**src/rtl/led_pkg.sv**
```systemverilog
// led_pkg: shared definitions for the LED slot scheduler.
//   NLED         - width of one colour pattern
//   DEF_PRESCALE - default clk cycles per millisecond tick (12 MHz clock)
//   OWNER_W      - width of a requester index (up to 4 requesters)
//   state_t      - scheduler FSM state
package led_pkg;

    localparam int NLED         = 12;
    localparam int DEF_PRESCALE = 12000;
    localparam int OWNER_W      = 2;

    typedef enum logic {
        IDLE,
        HOLD
    } state_t;

endpackage

```
**src/rtl/led_sched_rr_arb.sv**
```systemverilog
// rr_arb: combinational round-robin selector.
//   req        - request vector, one bit per requester
//   last_grant - index of the most recent owner
//   valid      - high when any request is pending
//   grant      - winning index, searched from last_grant+1 upwards (wrapping)
module rr_arb
    import led_pkg::*;
#(
    parameter int NREQ = 3
) (
    input  logic [NREQ-1:0]    req,
    input  logic [OWNER_W-1:0] last_grant,
    output logic               valid,
    output logic [OWNER_W-1:0] grant
);

    logic [2*NREQ-1:0] req_dbl;
    logic [NREQ-1:0]   req_rot;

    // Rotating a doubled copy puts the highest-priority requester at bit 0,
    // so a plain priority search over the rotated vector gives round-robin order.
    assign req_dbl = {req, req};
    assign req_rot = NREQ'(req_dbl >> (int'(last_grant) + 1));
    assign valid   = |req;

    always_comb begin
        grant = '0;
        for (int k = NREQ - 1; k >= 0; k--) begin
            if (req_rot[k]) begin
                grant = OWNER_W'((int'(last_grant) + 1 + k) % NREQ);
            end
        end
    end

endmodule

```
**src/rtl/led_sched.sv**
```systemverilog
// led_sched: grants exclusive, timed ownership of the LED pattern outputs to
// one of NREQ requesters at a time, round-robin.
//   clk, rst             - clock, asynchronous active-high reset
//   req                  - per-requester ownership request (level)
//   pat_yr, pat_bg       - packed per-requester colour patterns (NLED bits each)
//   hold_ms              - packed per-requester slot length in ms (0 acts as 1)
//   idle_yr, idle_bg     - pattern shown while nobody owns the LEDs
//   ack, done            - one-cycle grant / slot-end pulses per requester
//   led_in_yr, led_in_bg - registered pattern to the LED multiplexer
//   owner, busy          - current owner index (valid while busy), HOLD flag
module led_sched
    import led_pkg::*;
#(
    parameter int NREQ     = 3,
    parameter int HOLD_W   = 16,
    parameter int PRESCALE = DEF_PRESCALE
) (
    input  logic                   clk,
    input  logic                   rst,
    input  logic [NREQ-1:0]        req,
    input  logic [NLED*NREQ-1:0]   pat_yr,
    input  logic [NLED*NREQ-1:0]   pat_bg,
    input  logic [HOLD_W*NREQ-1:0] hold_ms,
    input  logic [NLED-1:0]        idle_yr,
    input  logic [NLED-1:0]        idle_bg,
    output logic [NREQ-1:0]        ack,
    output logic [NREQ-1:0]        done,
    output logic [NLED-1:0]        led_in_yr,
    output logic [NLED-1:0]        led_in_bg,
    output logic [OWNER_W-1:0]     owner,
    output logic                   busy
);

    localparam int PW = (PRESCALE > 1) ? $clog2(PRESCALE) : 1;
    localparam logic [PW-1:0] PRESC_MAX = PW'(PRESCALE - 1);

    state_t               state;
    logic [PW-1:0]        presc;
    logic [HOLD_W-1:0]    ms_cnt;
    logic [OWNER_W-1:0]   last_grant;

    logic                 arb_valid;
    logic [OWNER_W-1:0]   arb_grant;
    logic [HOLD_W-1:0]    grant_hold;
    logic                 presc_wrap;
    logic                 expire;
    logic                 owner_release;

    rr_arb #(
        .NREQ(NREQ)
    ) u_arb (
        .req       (req),
        .last_grant(last_grant),
        .valid     (arb_valid),
        .grant     (arb_grant)
    );

    assign grant_hold    = hold_ms[arb_grant*HOLD_W +: HOLD_W];
    assign presc_wrap    = (presc == PRESC_MAX);
    // The slot expires on the wrap that would take the ms counter to zero.
    assign expire        = presc_wrap && (ms_cnt <= HOLD_W'(1));
    assign owner_release = ~|(req & (NREQ'(1) << owner));

    always_ff @(posedge clk or posedge rst) begin
        if (rst) begin
            state      <= IDLE;
            ack        <= '0;
            done       <= '0;
            busy       <= 1'b0;
            owner      <= '0;
            led_in_yr  <= '0;
            led_in_bg  <= '0;
            presc      <= '0;
            ms_cnt     <= '0;
            last_grant <= OWNER_W'(NREQ - 1);
        end else begin
            ack  <= '0;
            done <= '0;
            case (state)
                IDLE: begin
                    if (arb_valid) begin
                        state     <= HOLD;
                        ack       <= NREQ'(1) << arb_grant;
                        owner     <= arb_grant;
                        busy      <= 1'b1;
                        // Pattern is captured once here and held for the slot.
                        led_in_yr <= pat_yr[arb_grant*NLED +: NLED];
                        led_in_bg <= pat_bg[arb_grant*NLED +: NLED];
                        presc     <= '0;
                        ms_cnt    <= (grant_hold == '0) ? HOLD_W'(1) : grant_hold;
                    end else begin
                        led_in_yr <= idle_yr;
                        led_in_bg <= idle_bg;
                    end
                end
                HOLD: begin
                    // Release and expiry share one exit, so done pulses once.
                    if (owner_release || expire) begin
                        state      <= IDLE;
                        done       <= NREQ'(1) << owner;
                        busy       <= 1'b0;
                        last_grant <= owner;
                        led_in_yr  <= idle_yr;
                        led_in_bg  <= idle_bg;
                        presc      <= '0;
                        ms_cnt     <= '0;
                    end else if (presc_wrap) begin
                        presc  <= '0;
                        ms_cnt <= ms_cnt - 1'b1;
                    end else begin
                        presc <= presc + 1'b1;
                    end
                end
            endcase
        end
    end

endmodule

```
**config.mk**
```make
export PLATFORM = sky130hd
export DESIGN_NAME = led_sched
export DESIGN_NICKNAME = d
export VERILOG_FILES = /design/src/rtl/led_pkg.sv /design/src/rtl/led_sched_rr_arb.sv /design/src/rtl/led_sched.sv
export SDC_FILE = /design/constraint.sdc
export NUM_CORES = 1
export LEC_CHECK = 0
export ABC_AREA = 1
export CORE_UTILIZATION = 40
export DETAILED_ROUTE_END_ITERATION = 16
export PLACE_DENSITY = 0.86
export SYNTH_ARGS = -nofsm -noshare
export SYNTH_HDL_FRONTEND = slang
export SYNTH_HIERARCHICAL = 1
export SYNTH_SLANG_ARGS = --single-unit
```
**constraint.sdc**
```tcl
create_clock -name clk -period 2.1 [get_ports clk]
set_input_delay 0.42 -clock clk [delete_from_list [all_inputs] [get_ports clk]]
set_output_delay 0.42 -clock clk [all_outputs]
set_load 0.03 [all_outputs]
```
==> impl_metrics.tcl <==
set metrics [dict create \
    routed_wl_mm 17.07 \
    drive_gt1_share_pct 21.97 \
    async_reset_ff_share_pct 100.0 \
    pin_count 182 \
    vias_per_cell 5.462 \
    track_usage_pct 29.09 \
    clock.fmax_mhz 387.5 \
    die_w_um 108.8 \
    worstPathRequired_ps 2350 \
    syn_nets 790 \
    start_kind "flop" \
    fp-row-count 38 \
    antenna_found_initial 0 \
    crit_fanout 18 \
    clk_pin_slew_worst_paths_ps 60 \
    drt_first_pass_iters 5 \
    status "finished, violations left" \
    final_cell_mix "clkdlybuf4s50_1, nand2_1, nor2_1" \
    place_congestion 0.9475 \
    avgSynthCellArea_um2 7.189 \
    fin_util_pct 69.88 \
    cts_num_sinks 66 \
    design.die.area_um2 11830 \
    grt_setup_unrepaired "true" \
    p_per_area_nw_per_um2 1838 \
    ctsHtreeMaxLevel 3 \
    cp-end-kind "flop" \
    start_util_pct 41.50 \
    r2r_slack_ps -480 \
    multi_input_area_um2 2761 \
    grt_max_degree 67 \
    fillers 762 \
    grt_pass1_wl_mm 26.20 \
    peakVddDrop_v 0.001286 \
    cts_buffers 9 \
    tightest_slew_ps 484.5 \
    grt_pass1_vias 5442 \
    nets 1025 \
    num_vias 5538 \
    finalCritPeriodShare_pct 122.9 \
    yosysUniqueCellTypes 39 \
    post-route-min-period_ps 2581 \
    clk_latency_ps 340 \
    die_y_um 108.8 \
    regArea_um2 1654 \
    overflow 0 \
    cp-startpoint "last_grant[1]$_DFFE_PP1P_" \
    coreArea_um2 10980 \
    maxCapViolations 0 \
    ant_nets 0 \
    max-clock-path-buffers 2 \
    ys_ff_latch 66 \
    worstPathArrival_ps 2830 \
    n_antenna_cell 0 \
    reg2regPathDepth 13 \
    instances_no_fill 1014 \
    clockRootBuffer "clkbuf_16" \
    min_path_type "in -> async" \
    drt_iter0_markers 346 \
    violations "negative setup slack" \
    leakage_uw 0.003435 \
    cts_tree "built" \
    r2r_end "led_in_bg[7]$_DFFE_PP0P_" \
    synth_edf_count 0 \
    ctsHoldBuffers 0 \
    slew_violations 0 \
    wl_per_cell_um 16.83 \
    yosysWarningCount 6 \
    ys.flop_type "dfrtp_1" \
    synth_cells 634 \
    place_hpwl_mm 11.52 \
    clock_skew_ps 8.514 \
    worstSetupPathType "reg -> reg" \
    yosysSeqAreaShare_pct 36.26 \
    stdcell_area_um2 7675 \
    place_area_um2 6908 \
    syn_area_um2 4558 \
    port_buffers 181 \
    relSlewSlack_pct 67.66 \
    drc 0 \
    dp_cells 985 \
    area.growth.synth_to_final_pct 68.38 \
    layout_commonest_cell "clkdlybuf4s50_1" \
    finalHoldViolations 0 \
    setup_viol 40 \
    layout_setup_ws_ps -480.9 \
    rr_startpoint "last_grant[1]$_DFFE_PP1P_" \
]
==> critical path: stages (launching register included) <==
cell     delay (ps)
dfstp_2         650
inv_4            90
nand3_1         160
nand2_4          90
nand2_1          90
nor2_2           60
nor2_4          240
inv_6           140
nor2_4          260
buf_6           180
buf_16          120
a22o_1          150
o22ai_1         100
o21ai_1         170
==> cells in the mapped netlist, types with 7 or more instances <==
master   number  area, um^2
a22o_1       15       131.4
o21ai_2      10       87.58
inv_1        37       138.9
buf_6         8       90.09
nand2_2       7       43.79
dfrtp_1      65        1627
nand3_1      77       385.4
nand2_1     178       668.1
o21ai_0      23       115.1
nor2_2        7       43.79
nor2_1       74       277.8
a21oi_1      12       60.06
xor2_1       14       122.6
ha_1          7       87.58
nor3_1       11       55.05
buf_2        10       50.05
a31oi_1       7       43.79
o22ai_1      15       93.84
inv_2        10       37.54
==> how the worst max path moves through the flow <==
stage	slack, ps	cells after the start	end
floorplan	-30	18	ms_cnt[0]$_DFFE_PP0P_
global placement	-660	20	ms_cnt[0]$_DFFE_PP0P_
detailed placement	-720	20	ms_cnt[0]$_DFFE_PP0P_
CTS	-260	18	ms_cnt[0]$_DFFE_PP0P_
global route	-570	13	led_in_bg[7]$_DFFE_PP0P_
finish	-480	13	led_in_bg[7]$_DFFE_PP0P_
==> flip-flops by register name (all words and copies together), names as in the netlist <==
| signal | flops |
|---|---|
| owner | 2 |
| led_in_bg | 12 |
| busy | 1 |
| presc | 14 |
| last_grant | 2 |
| ack | 3 |
| ms_cnt | 16 |
| state | 1 |
| done | 3 |
| led_in_yr | 12 |
==> layer usage <==
metal | GRT usage [%] | part of all wire (%)
met2 | 49.19 | 49
met4 | 12.36 | 3.1
met1 | 34.78 | 41
met5 | 0 | 0
met3 | 7.711 | 7.1
==> per-stage QoR <==
| step | TNS, ps | hold slack (ps) | worst slack [ps] | power (uW) |
|---|---|---|---|---|
| floorplan | -54.20 | 479.0 | -27.34 | 7469 |
| global placement | -23590 | 456.5 | -658.1 | 10430 |
| detailed placement | -25740 | 464.3 | -716.6 | 10620 |
| CTS | -5740 | 478.6 | -260.2 | 13380 |
| global route | -14050 | 506.3 | -568.8 | 14980 |
| finish | -10410 | 478.3 | -480.9 | 14100 |
==> kinds of logic after synthesis <==
kind of cell / share of synthesized area (%)
buffers and inverters: 8.812
AOI/OAI and AO/OA: 13.78
adders and majority gates: 1.921
and+or+nand+nor: 36.34
xor gates and xnor gates: 2.882
DFF: 36.26
==> what timing repair did <==
| action | 4_1_cts | 5_1_grt |
|---|---|---|
| buffers inserted | 6 | 5 |
| cloned | 3 | 0 |
| pin swaps | 28 | 16 |
| gates resized for setup | 48 | 32 |
| setup endpoints to repair | 41 | 51 |
==> cell type report <==
type	instances	share of cell area, %
multi-input cells	490	35.98
clock buffers	10	3.114
inverters	48	2.608
clock inverters	6	1.157
well taps	140	2.282
repair buffers	254	33.31
flip-flops and latches	66	21.55
==> power by group <==
part | leakage [uW] | internal (uW) | switching [uW]
Clock | 0.000155 | 1070 | 591
Sequential | 0.000829 | 1810 | 419
Combinational | 0.00245 | 4600 | 5620
Total | 0.00344 | 7480 | 6630
(Power assumes the default switching activity.)
